==> config.mk <==
export PLATFORM = sky130hd
export DESIGN_NAME = if_id_skid_stage
export DESIGN_NICKNAME = d
export VERILOG_FILES = /design/src/rtl/if_id_skid_stage_pkg.sv /design/src/rtl/if_id_skid_stage_ctrl.sv /design/src/rtl/if_id_skid_stage_dff_en.sv /design/src/rtl/if_id_skid_stage.sv
export SDC_FILE = /design/constraint.sdc
export NUM_CORES = 1
export LEC_CHECK = 0
export ABC_AREA = 1
export BUFFER_PORTS_ARGS = -buffer_cell sky130_fd_sc_hd__buf_4
export CAP_MARGIN = 20
export CORE_MARGIN = 2
export CORE_UTILIZATION = 55
export CTS_BUF_LIST = sky130_fd_sc_hd__clkbuf_16
export DETAILED_ROUTE_END_ITERATION = 10
export GPL_ROUTABILITY_DRIVEN = 0
export HOLD_SLACK_MARGIN = 0.08
export PLACE_DENSITY = 0.81
export SLEW_MARGIN = 20
export SYNTH_ARGS = -nofsm -noshare
export SYNTH_HDL_FRONTEND = slang
export SYNTH_SLANG_ARGS = --single-unit
==> constraint.sdc <==
create_clock -name clk -period 3.9 [get_ports clk]
set_clock_uncertainty 0.1 [all_clocks]
set_input_delay 0.39 -clock clk [delete_from_list [all_inputs] [get_ports clk]]
set_output_delay 0.39 -clock clk [all_outputs]
set_load 0.05 [all_outputs]
==> src/rtl/if_id_skid_stage_pkg.sv <==
// Shared constants and state encoding for the IF->ID skid-buffer stage.
package if_id_skid_stage_pkg;

  localparam int ADDR_WIDTH_DEF = 32;
  localparam int DATA_WIDTH_DEF = 32;
  localparam logic [31:0] NOP_INSTR_DEF = 32'h0000_0013;
  localparam logic [31:0] RESET_PC_DEF  = 32'h0000_0000;

  typedef enum logic [1:0] {
    ST_EMPTY = 2'b00,
    ST_ONE   = 2'b01,
    ST_FULL  = 2'b11
  } skid_state_e;

endpackage

==> src/rtl/if_id_skid_stage_ctrl.sv <==
// Occupancy FSM for the skid buffer: registered in_ready and load enables for the entries.
module if_id_skid_ctrl
  import if_id_skid_stage_pkg::*;
(
  input  logic clk,
  input  logic rst_n,
  input  logic flush,
  input  logic in_valid,
  input  logic out_ready,
  output logic in_ready,
  output logic m_valid,
  output logic m_load,
  output logic m_from_s,
  output logic s_load,
  output logic clear
);

  skid_state_e state_q, state_d;
  logic        in_ready_q, in_ready_d;
  logic        acc, dep;

  assign m_valid = (state_q != ST_EMPTY);
  assign acc     = in_valid & in_ready_q;
  assign dep     = m_valid & out_ready;

  // NOTE: every combinational output gets a default first so no latch is inferred.
  always_comb begin
    state_d  = state_q;
    m_load   = 1'b0;
    m_from_s = 1'b0;
    s_load   = 1'b0;
    clear    = 1'b0;
    unique case (state_q)
      ST_EMPTY: if (acc) begin
        m_load  = 1'b1;
        state_d = ST_ONE;
      end
      ST_ONE: begin
        if (acc && dep) begin
          m_load = 1'b1;
        end else if (acc) begin
          s_load  = 1'b1;
          state_d = ST_FULL;
        end else if (dep) begin
          state_d = ST_EMPTY;
        end
      end
      ST_FULL: if (dep) begin
        m_load   = 1'b1;
        m_from_s = 1'b1;
        state_d  = ST_ONE;
      end
      default: state_d = ST_EMPTY;
    endcase
    // Kill overrides any accept/depart decided above.
    if (flush || !rst_n) begin
      state_d = ST_EMPTY;
      m_load  = 1'b0;
      s_load  = 1'b0;
      clear   = 1'b1;
    end
    in_ready_d = (state_d != ST_FULL);
  end

  always_ff @(posedge clk) begin
    if (!rst_n) begin
      state_q    <= ST_EMPTY;
      in_ready_q <= 1'b1;
    end else begin
      state_q    <= state_d;
      in_ready_q <= in_ready_d;
    end
  end

  assign in_ready = in_ready_q;

endmodule

==> src/rtl/if_id_skid_stage_dff_en.sv <==
// Enable-gated register with a synchronous clear to a fixed value.
module dff_en #(
  parameter int             W       = 32,
  parameter logic [W-1:0]   RST_VAL = '0
) (
  input  logic         clk,
  input  logic         rst_n,
  input  logic         clr,
  input  logic         en,
  input  logic [W-1:0] d,
  output logic [W-1:0] q
);

  logic [W-1:0] q_d;
  logic [W-1:0] q_q;

  always_comb begin
    q_d = q_q;
    if (clr)     q_d = RST_VAL;
    else if (en) q_d = d;
  end

  // NOTE: sequential state is updated with non-blocking assignments only.
  always_ff @(posedge clk) begin
    if (!rst_n) q_q <= RST_VAL;
    else        q_q <= q_d;
  end

  assign q = q_q;

endmodule

==> src/rtl/if_id_skid_stage.sv <==
// IF->ID pipeline boundary: 2-entry skid buffer so ID back-pressure never reaches IF combinationally.
module if_id_skid_stage
  import if_id_skid_stage_pkg::*;
#(
  parameter int                     ADDR_WIDTH = ADDR_WIDTH_DEF,
  parameter int                     DATA_WIDTH = DATA_WIDTH_DEF,
  parameter logic [DATA_WIDTH-1:0]  NOP_INSTR  = DATA_WIDTH'(NOP_INSTR_DEF),
  parameter logic [ADDR_WIDTH-1:0]  RESET_PC   = ADDR_WIDTH'(RESET_PC_DEF)
) (
  input  logic                  clk,
  input  logic                  rst_n,
  input  logic                  flush,
  input  logic                  in_valid,
  output logic                  in_ready,
  input  logic [ADDR_WIDTH-1:0] in_pc,
  input  logic [DATA_WIDTH-1:0] in_instr,
  output logic                  out_valid,
  input  logic                  out_ready,
  output logic [ADDR_WIDTH-1:0] out_pc,
  output logic [DATA_WIDTH-1:0] out_instr
);

  logic                  m_valid, m_load, m_from_s, s_load, clear;
  logic [ADDR_WIDTH-1:0] m_pc, s_pc, m_pc_in;
  logic [DATA_WIDTH-1:0] m_instr, s_instr, m_instr_in;

  if_id_skid_ctrl u_ctrl (
    .clk      (clk),
    .rst_n    (rst_n),
    .flush    (flush),
    .in_valid (in_valid),
    .out_ready(out_ready),
    .in_ready (in_ready),
    .m_valid  (m_valid),
    .m_load   (m_load),
    .m_from_s (m_from_s),
    .s_load   (s_load),
    .clear    (clear)
  );

  // The skid entry always refills main first, so ordering is preserved.
  assign m_pc_in    = m_from_s ? s_pc    : in_pc;
  assign m_instr_in = m_from_s ? s_instr : in_instr;

  // NOTE: data registers are reset too, so outputs after reset/flush are deterministic.
  dff_en #(.W(ADDR_WIDTH), .RST_VAL(RESET_PC)) u_m_pc (
    .clk(clk), .rst_n(rst_n), .clr(clear), .en(m_load), .d(m_pc_in), .q(m_pc));
  dff_en #(.W(DATA_WIDTH), .RST_VAL(NOP_INSTR)) u_m_instr (
    .clk(clk), .rst_n(rst_n), .clr(clear), .en(m_load), .d(m_instr_in), .q(m_instr));
  dff_en #(.W(ADDR_WIDTH), .RST_VAL(RESET_PC)) u_s_pc (
    .clk(clk), .rst_n(rst_n), .clr(clear), .en(s_load), .d(in_pc), .q(s_pc));
  dff_en #(.W(DATA_WIDTH), .RST_VAL(NOP_INSTR)) u_s_instr (
    .clk(clk), .rst_n(rst_n), .clr(clear), .en(s_load), .d(in_instr), .q(s_instr));

  assign out_valid = m_valid;
  assign out_pc    = m_valid ? m_pc    : RESET_PC;
  assign out_instr = m_valid ? m_instr : NOP_INSTR;

endmodule

==> results of run 1 <==
## final cells by class
cell class / count / area (µm²)
fill: 990 / 3130
multi-input combinational: 715 / 2830
sequential: 131 / 2620
timing repair buffer: 143 / 1110
clock buffer: 17 / 425
inverter: 72 / 272
clock inverter: 14 / 191
tap: 140 / 175
## registers in the layout, indices dropped and copies added (netlist names)
signal           cells
u_ctrl.in_ready      1
u_ctrl.state_q       2
u_m_instr.q         32
u_m_pc.q            32
u_s_instr.q         32
u_s_pc.q            32
## kinds of logic (layout without fill, tap and decap cells)
| group | count (synthesis) | in the layout | synth area share (%) |
|---|---|---|---|
| AND/OR/NAND/NOR | 653 | 653 | 41.4 |
| flip-flops | 131 | 131 | 43.6 |
| buffers and inverters | 131 | 246 | 9.82 |
| AO/OA/AOI/OAI | 62 | 62 | 5.16 |
## stage by stage
| step | area (µm²) | std cells | utilization, % | total power, mW |
|---|---|---|---|---|
| 6_report | 7620 | 1232 | 70.9 | 3.26 |
| 5_1_grt | 7620 | 1232 | 70.9 | 3.36 |
| 4_1_cts | 7600 | 1231 | 70.7 | 3.27 |
| 3_5_place_dp | 6980 | 1200 | 65.0 | 1.63 |
| 3_3_place_gp | 6950 | 1199 | 64.7 | 1.63 |
| 2_1_floorplan | 6010 | 977 | - | 1.54 |
## layer usage
layer	share of wire (%)	routed length, µm	global-route usage, %	vias to the layer above
met5	0	0	0	-
met3	6.1	894	6.09	16
met2	49	7180	43.4	168
li1	-	-	-	3105
met4	1.3	186	8.33	0
met1	44	6400	32.1	2617
## path summary, 6_finish.rpt
kind / cells after the start / from / slack, ns / endpoint
hold / removal: 3 / in_instr[4] / 0.11 / u_s_instr.q[4]
hold reg to reg: 2 / u_s_pc.q[26] / 0.36 / u_s_pc.q[26]
setup reg to reg: 6 / u_ctrl.state_q[0] / 1.79 / u_s_pc.q[14]
setup / recovery: 4 / u_ctrl.state_q[0] / 1.31 / out_pc[4]
## critical path, stage by stage (launching register included)
cell	delay, ns
dfxtp_1	0.38
nor2_4	0.45
buf_4	0.50
nor2_1	0.12
buf_4	0.21
## power by group through the flow
stage	Sequential, mW	Combinational [mW]	Clock (mW)
6_report	1.36	0.241	1.65
5_1_grt	1.37	0.270	1.73
4_1_cts	1.36	0.239	1.67
3_5_place_dp	1.39	0.237	0
3_3_place_gp	1.39	0.236	0
2_1_floorplan	1.39	0.146	0
## layout by cell type, fill, tap and decap left out
cell type and count:
nand2_1 449, nor2_1 185, buf_4 141, dfxtp_1 131
inv_1 69, a21oi_1 62, clkbuf_16 17, nand3_1 10
clkinv_4 5, inv_2 4, bufinv_16 4, or2_2 3
nor2_4 2, nand2_2 2, clkinv_2 2, clkinvlp_4 2
nand3_2 1, nand4_4 1, buf_16 1, buf_12 1
==> impl_summary.md, run 1 <==
Routing
For this run, design rule violations remaining after detail routing come to 0. The remaining number of nets flagged by the antenna check after routing is 0. Dividing the detail-routed wire length by the instance count gives 11.9 µm. The per-cell via count in the routed design is 4.79.

The final routed wirelength across all metal layers is 14700 µm. The via count is 5906. The first-iteration detailed-routing DRC count is 302. The number of detailed-routing iterations run before antenna repair is 4.

Pwr
Net switching is 22.7% of the power. The net load switching power is 0.740 mW. VDD sags by at most 0.259 mV. Per report_power, the combinational group accounts for 7.4% of the total. The analysis attributes to cell leakage a power of 3.74 nW.

The clock network accounts for 50.7% of the total power. The internal power of the cells is 2.52 mW. Dividing total power by cell area gives a power density of 427 nW/µm². In this run, flip-flops and latches consume 41.9% of the power.

Clock tree
Buffers inserted to repair hold after CTS numbered 0. The clock sink total is 131. The quantity of gates resized following cts is 0. The later pin in the worst-skew pair is clocked with a latency of 0.42 ns. The CTS clock-pin slew for the worst setup and hold paths is 0.06 ns. The cell at the root of the clock tree is clkbuf_16. The buffer levels on the longest clock path is 2. The clock tree from TritonCTS is yes. The number of clock buffers added by TritonCTS is 17. The number of H-tree branching levels is 4. The post-CTS setup-driven buffer insertion count is 0.

STA
For the pin with the worst max-slew slack, the measured transition is 0.949 ns. The top achievable clock speed is 0.387 GHz. The count of pins over their slew limit is 0.

Adding up every negative setup slack in the final design gives 0 ns. The final number of hold-violating endpoints was 0. After layout, the worst path uses 66.3% of the clock period. In the post-route analysis, the smallest setup slack over all paths is 1.31 ns. Setup violations remaining at the end of the flow were counted as 0. Setup repair after global routing left no endpoint under its margin. The time the final worst path needs with I/O delays and setup is 2.59 ns. The tightest hold path in the finished design has a slack of 0.106 ns. The normalized max-slew margin is 36.7%.

Logic synthesis
Counting flops with an async set or reset pin after synthesis yields a share of 0%. Of all cell types, the one taking the most synthesized area is dfxtp_1. The most frequent cell after synthesis is nand2_1. After synthesis, the cell types taking the most area are dfxtp_1, nand2_1, nor2_1. The count of state elements after synthesis is 131. The commonest cells after synthesis are nand2_1, nor2_1, dfxtp_1. A synthesized cell averages 6.16 µm².

The cell area that synthesis handed to floorplanning was 6010 µm². Sequential cells were found to cover 43.6% of the synthesized design area. The synthesized design contains 0 enable-type register cells. For this run, the leading register cell type out of synthesis is dfxtp_1. In this run the biggest area consumer among cell types represents 43.6% of the synthesized area. When the netlist entered floorplanning its net count stood at 1046. The warning count from the yosys run is 0.

The count of cell types in the netlist is 17. In the synthesized netlist, the number of instances is 977.

Floorplan
The top-level I/O count is 135. The die covers 11800 µm². The die is 109 µm wide.

The total core area is 10700 µm². Row generation in the floorplan step produced 38 rows. The initial standard-cell utilization of the core is 56.0%. The die height is 109 µm.

Hold path
The class of the tightest hold or removal check is input port to flip-flop.

Cells and area
The number of diodes added for antenna fixing is 0. The final net count is 1149. The proportion of layout cells with a drive suffix above 1 is 17.0%. The relative area change from synthesis to final layout is 26.6%.

Global route
The initial antenna violation count is 0. The overflow left after global routing is 0. The wire length of the first global-routing pass is 23800 µm. The pin count of the biggest net entering global routing is 65.

The number of global-route vias before repair is 5294. For this run, the total global-route usage over all layers was measured as 25.6%.

Status
The flow ran to the end, and the final reports show no timing, DRC or antenna violations.

Critical path
The maximum fanout count along the critical path is 43. The startpoint class of the critical path is a flip-flop. The classification of the worst setup path is flip-flop to primary output. For the worst setup path, the data arrival time is 2.10 ns. The type of element capturing the critical path is a primary output. The data required time at the worst endpoint is 3.41 ns.

Job
The number of maximum-capacitance constraint violations is 0.

Placed design
The estimated wirelength of the detail-placed design is 8610 µm. The count of buffers inserted at the top-level ports is 134. The worst setup slack before clock tree synthesis is 1.64 ns.
(Power assumes the default switching activity.)
==> inputs of run 2 (changes only) <==
--- a/config.mk
+++ b/config.mk
@@ -9,12 +9,12 @@
 export BUFFER_PORTS_ARGS = -buffer_cell sky130_fd_sc_hd__buf_4
 export CAP_MARGIN = 20
 export CORE_MARGIN = 2
-export CORE_UTILIZATION = 55
+export CORE_UTILIZATION = 54
 export CTS_BUF_LIST = sky130_fd_sc_hd__clkbuf_16
 export DETAILED_ROUTE_END_ITERATION = 10
 export GPL_ROUTABILITY_DRIVEN = 0
 export HOLD_SLACK_MARGIN = 0.08
-export PLACE_DENSITY = 0.81
+export PLACE_DENSITY = 0.8
 export SLEW_MARGIN = 20
 export SYNTH_ARGS = -nofsm -noshare
 export SYNTH_HDL_FRONTEND = slang
==> constraint.sdc (replaced) <==
create_clock -name clk -period 2.5 [get_ports clk]
set_clock_uncertainty 0.1 [all_clocks]
set_input_delay 0.25 -clock clk [delete_from_list [all_inputs] [get_ports clk]]
set_output_delay 0.25 -clock clk [all_outputs]
set_load 0.05 [all_outputs]
==> run 2 against run 1 <==
Compared with the run above:
- register-to-register slack lost 1.2 ns
- sequential power is 57% higher
- critical path depth stayed put
- combinational power rose by 96%
==> impl_summary.md, run 2 (synthesis gave the netlist of run 1 again) <==
Status
The flow ran to the end, and the final reports show no timing, DRC or antenna violations.

Cells and area
Of the cells placed in the final design, the portion with a size suffix greater than 1 is 16.3%. The net count of the finished layout is 1218. Cells fill 76.5% of the core in the end. The post-route cell area is 8300 µm².

The number of diodes added for antenna fixing is 0. The leading cell type in the layout, fill and taps excluded is nand2_1. In the layout the commonest cells are nand2_1, nor2_1, buf_4. The final cell count without fillers is 1302. The area growth from synthesis to layout is 37.9%.

Clock tree
The number of H-tree branching levels is 4. Clock-pin slew was measured on the worst setup and hold paths at 0.06 ns. CTS saw 131 sinks. The number of buffers created by CTS is 17.

For this design, the CTS-stage hold fixing added 64 buffers. The clock latency of the later-clocked register in the worst-skew pair is 0.41 ns. CTS placed an instance of clkbuf_16 at the clock tree root. Counting along the longest clock path gives a buffer depth of 2. Gates resized during post-CTS repair numbered 0.

The clock tree from TritonCTS is yes. Once the clock tree was built, the setup fixing pass inserted 0 buffers.

Pwr
Of the total power, registers draw 41.5%. Net switching is 22.5% of the power. The worst-case IR drop observed on VDD is 0.536 mV. The power per cell area is 619 nW/µm². Total power for the finished layout comes to 5.13 mW. The leakage power is 4.05 nW. The analysis attributes to net switching a power of 1.16 mW. The share of total power dissipated in the clock network is 49.3%. The internal power of the cells is 3.98 mW. The power share of the combinational group is 9.2%.

Global route
The initial antenna violation count came to 0. Global routing consumed, on the met3 layer, 5.33% of the routing resources. Entering global routing, the biggest net connects 59 pins. For this run, global-route usage on met2 was measured as 47.0%. The number of global-route vias before repair is 5431. After global routing the overflow that remains totals 0. Global routing consumed, on the met1 layer, 32.2% of the routing resources. The first global-routing pass estimated 25200 µm of wire. After global routing, the most crowded layer is met2.

Across every metal layer, demand over resource in global routing totals 26.8%.

Floorplan
The floorplan row count is 38. The initial utilization of the core area, before any placement, comes to 55.5%. The top-level I/O count is 135. The die covers 12000 µm². The total core area is 10800 µm². The width of the die is 110 µm. The die height is 110 µm.

Critical path
Data on the critical path is required at its endpoint by 2.15 ns. The arrival time reported for the critical path endpoint is 1.97 ns. The startpoint class of the critical path is a flip-flop. The maximum fanout count along the critical path is 24.

The classification of the worst setup path is flip-flop to primary output. The type of element capturing the critical path is a primary output.

STA
The count of pins over their slew limit came to 0. Hold is met by 0.138 ns. The final worst slack is 0.176 ns. The routed design could run at a clock period as short as 2.32 ns. The normalized max-slew margin is 59.2%. Setup violations remaining at the end of the flow were counted as 0. The slew of the pin with the lowest slew margin is 0.610 ns. The setup TNS is 0 ns. The final cycle utilization of the critical path is 93.0%. For this run, the top clock speed supported by timing is 0.430 GHz. Setup repair after global routing left no endpoint under its margin. The final number of hold-violating endpoints is 0.

Routing
In this run, the number of DRC markers left after iteration 0 of detailed routing was 376. The final routed wirelength across all metal layers is 16000 µm. After detailed routing, the number of vias per cell comes to 4.81.

The count of nets left with antenna violations once routing finished came out at 0. The routed layout has 6257 vias. Dividing the detail-routed wire length by the instance count gives 12.3 µm. The final routed DRC violation total is 0.

The first detailed-routing pass ran for 5 iterations.

Placed design
After detailed placement, the total cell area comes to 7050 µm². The estimated wirelength of the detail-placed design is 9030 µm. Port buffering added 134 buffers.

OpenSTA, run right after detailed placement, puts the worst setup slack at 0.604 ns. The total instance count after detailed placement is 1206.

Job
The number of maximum-capacitance constraint violations is 0.

Hold path
The tightest min-delay check is of the input port to flip-flop type.
[run 2: cell types whose count changed in the layout (fill, tap and decap cells not counted), sizes merged]
cell         change
dlygate4sd3     +64
buf              +5
inv              +3
clkinv           -1
clkinvlp         -1
[run 2: final timing paths]
check                    startpoint           endpoint  slack [ns]  cells past startpoint
setup / recovery  u_ctrl.state_q[0]          out_pc[5]        0.18                      4
setup reg to reg  u_ctrl.state_q[1]       u_m_pc.q[21]        0.60                      6
hold reg to reg        u_s_pc.q[31]       u_s_pc.q[31]        0.36                      2
hold / removal            out_ready  u_ctrl.state_q[0]        0.14                      4
[run 2: cell type report]
cell class                 instances  area [µm²]
sequential                       131        2620
timing repair buffer             212        1800
multi-input combinational        715        2830
fill                             858        2540
inverter                          72         270
tap                              140         175
clock inverter                    15         175
clock buffer                      17         425
[run 2: critical path: stages, from the launching register on]
cell and delay, ns:
dfxtp_1 0.37, nor2_4 0.52, buf_4 0.37, nor2_1 0.09
buf_4 0.20
[run 2: power by group through the flow]
| stage | clock network (mW) | registers, mW | logic (mW) |
|---|---|---|---|
| after floorplan | 0 | 2.17 | 0.227 |
| after global placement | 0 | 2.17 | 0.379 |
| after detailed placement | 0 | 2.17 | 0.382 |
| after CTS | 2.55 | 2.13 | 0.467 |
| after global routing | 2.65 | 2.13 | 0.519 |
| final | 2.53 | 2.13 | 0.472 |
[run 2: routing by layer]
layer	share of wire (%)	wire, µm	vias up
li1	-	-	3239
met1	42	6720	2785
met2	51	8130	198
met3	4.9	789	35
met4	2.1	330	0
met5	0	0	-
==> inputs of run 3 (changes only) <==
--- a/config.mk
+++ b/config.mk
@@ -8,14 +8,16 @@
 export ABC_AREA = 1
 export BUFFER_PORTS_ARGS = -buffer_cell sky130_fd_sc_hd__buf_4
 export CAP_MARGIN = 20
+export CELL_PAD_IN_SITES_DETAIL_PLACEMENT = 1
+export CELL_PAD_IN_SITES_GLOBAL_PLACEMENT = 2
 export CORE_MARGIN = 2
-export CORE_UTILIZATION = 54
+export CORE_UTILIZATION = 25
 export CTS_BUF_LIST = sky130_fd_sc_hd__clkbuf_16
 export DETAILED_ROUTE_END_ITERATION = 10
 export GPL_ROUTABILITY_DRIVEN = 0
 export HOLD_SLACK_MARGIN = 0.08
-export PLACE_DENSITY = 0.8
-export SLEW_MARGIN = 20
+export PLACE_DENSITY_LB_ADDON = 0.1
+export SLEW_MARGIN = 10
 export SYNTH_ARGS = -nofsm -noshare
 export SYNTH_HDL_FRONTEND = slang
 export SYNTH_SLANG_ARGS = --single-unit
==> constraint.sdc (replaced) <==
create_clock -name clk -period 2 [get_ports clk]
set_clock_uncertainty 0.1 [all_clocks]
set_input_delay 0.2 -clock clk [delete_from_list [all_inputs] [get_ports clk]]
set_output_delay 0.2 -clock clk [all_outputs]
set_load 0.05 [all_outputs]
==> run 3 against run 2 <==
Compared with the run above:
- sequential power is 25% higher
- via count is 1.3% lower
- design area is 3.5% higher
- hold slack worse by 0.045 ns
- clock-buffer cell count stayed put
- combinational power is 31% higher
- die area is 110% higher
- routed wire length is 25% higher
- critical path depth stayed put
- flip-flop and latch count stayed put
- critical path type unchanged
==> impl_summary.md, run 3 (synthesis gave the netlist of run 1 again) <==
Status
The run finished with clean final reports.

Clock tree
The clock tree from TritonCTS is yes. After clock tree synthesis, the clock-pin slew on the worst setup and hold paths is 0.06 ns. The cell at the root of the clock tree is clkbuf_16. For the worst-skew pair, the clock arrives at the later sink with an insertion delay of 0.42 ns.

TritonCTS created 17 clock buffers. The H-tree was split into 4 levels. The buffer levels on the longest clock path is 2. CTS saw 131 sinks.

Floorplan
The floorplan step defined a die boundary enclosing 25300 µm². The floorplan has 56 rows. The initial standard-cell utilization of the core is 25.5%. The total core area is 23500 µm². The width of the die is 159 µm. The top-level I/O count is 135.

From bottom edge to top edge, the die measures 159 µm.

Global route
The wire length of the first global-routing pass is 32900 µm. Entering global routing, the biggest net connects 65 pins. The number of global-route vias before repair was 6282. The overall track demand over capacity in global routing is 16.2%. The overflow left after global routing is 0.

The initial antenna violation count is 0.

STA
The final number of hold-violating endpoints was 0. The normalized max-slew margin is 66.6%. The final cycle utilization of the critical path is 94.3%. The setup TNS is 0 ns. After layout, the minimum clock period comes to 1.89 ns. The final hold slack is 0.0928 ns. Setup repair after global routing left no endpoint under its margin. The final worst slack is 0.114 ns. The count of pins over their slew limit came to 0. The slew of the pin with the lowest slew margin is 0.500 ns.

Setup violations remaining at the end of the flow were counted as 0. Derived from the worst setup path, the maximum achievable clock frequency is 0.530 GHz.

Routing
Once detail routing completed, the nets flagged for antenna violations numbered 0. The via count is 6174. The final routed DRC violation total is 0. In the final routed layout, each cell accounts on average for 13.4 µm. The number of detailed-routing iterations run before antenna repair is 4. The first routing iteration left 225 violations.

The per-cell via count in the routed design is 4.15. After detailed routing, the total wire length is 19900 µm.

Hold path
The beginning of the worst hold path is out_ready. The worst hold path was traced through 4 stages. For hold timing, the worst endpoint is u_ctrl.state_q[0].

The worst hold path belongs to the class input port to flip-flop.

Critical path
Walking the worst path, the cells encountered are nor2_4 -> buf_12 -> or2_2 -> buf_4. The maximum fanout count along the critical path is 34. In this run the critical register-to-register path is launched from u_ctrl.state_q[0]. The data required time at the worst endpoint is 1.70 ns. The slowest stage of the critical path is the dfxtp_2 cell.

The worst setup path is captured at a primary output. The startpoint class of the critical path is a flip-flop. In this run the critical register-to-register path is captured at u_s_instr.q[27]. The classification of the worst setup path is flip-flop to primary output.

The register-to-register path setup slack is 0.40 ns. The stage delay of the slowest cell on the critical path is 0.41 ns. The worst register-to-register path has a depth of 7.

STA puts the critical path data arrival time at 1.59 ns.

Cells and area
In the layout the commonest cells are nand2_1, nor2_1, buf_4. The number of antenna diodes in the final layout is 0. The final layout contains 1226 nets. Compared with the post-synthesis result, the final layout area differs by 42.7%. The count of cells in the finished layout, fillers not included, comes to 1488. The library cell used most frequently in the layout, excluding fill and tap cells, is nand2_1. The proportion of layout cells with a drive suffix above 1 is 16.9%.

Pwr
The power per cell area is 717 nW/µm². For this design the static power due to leakage is 4.07 nW. The largest vdd supply drop is 0.444 mV.

Placed design
The worst setup slack before clock tree synthesis is 0.253 ns. Including well taps, the total number of placed cells is 1391. In this run the tool buffered the top-level ports with 134 buffer cells. Once detailed placement completed, the half-perimeter wirelength came to 12600 µm.

Job
The number of maximum-capacitance constraint violations is 0.
==> run 3: worst max-delay path by stage <==
stage,endpoint,slack (ns),start
after global placement,u_s_instr.q[27],0.29,u_ctrl.state_q[0]
final,out_instr[0],0.11,u_ctrl.state_q[0]
after CTS,out_instr[0],0.002,u_ctrl.state_q[1]
after floorplan,out_instr[22],0.26,u_ctrl.state_q[0]
after detailed placement,u_s_instr.q[24],0.25,u_ctrl.state_q[0]
after global routing,out_instr[0],0.04,u_ctrl.state_q[0]
==> run 3: critical path: cells and delay by family, from the launching register on <==
kind	cells	cell delay, ns
DFF	1	0.41
and+or+nand+nor	2	0.38
buffers and inverters	2	0.36
==> run 3: routing by layer <==
layer | wire, µm | GRT usage (%) | vias up
met5 | 0 | 0 | -
met4 | 155 | 3.35 | 0
met3 | 737 | 3.96 | 12
met2 | 9440 | 27.8 | 97
met1 | 9570 | 20.7 | 2811
li1 | - | - | 3254
==> run 3: final cells by class <==
cell class                      instances  area [µm²]
Fill cell                            3054       15000
Multi-Input combinational cell        715        2830
Sequential cell                       131        2630
Timing Repair Buffer                  220        1930
Clock buffer                           17         425
Tap cell                              319         399
Inverter                               72         270
Clock inverter                         14         101
==> run 3: power breakdown <==
group | internal [mW] | leakage [nW] | switching, mW
logic | 0.288 | 2.75 | 0.330
registers | 2.65 | 1.06 | 0.0133
clock network | 1.67 | 0.265 | 1.20
==> run 3: per-stage QoR <==
| step | area (µm²) | power, mW | util [%] |
|---|---|---|---|
| after floorplan | 6010 | 3.00 | - |
| after global placement | 7390 | 3.25 | 31.4 |
| after detailed placement | 7390 | 3.25 | 31.4 |
| after CTS | 8580 | 6.28 | 36.5 |
| after global routing | 8580 | 6.47 | 36.5 |
| final | 8580 | 6.15 | 36.5 |
==> run 3: repair_timing <==
item / CTS / global route
endpoints found under the hold margin: 128 / 0
cloned: 0 / 0
buffers inserted: 0 / 0
endpoints found under the setup margin: 3 / 3
resized for setup: 1 / 1
hold buffers: 66 / 0
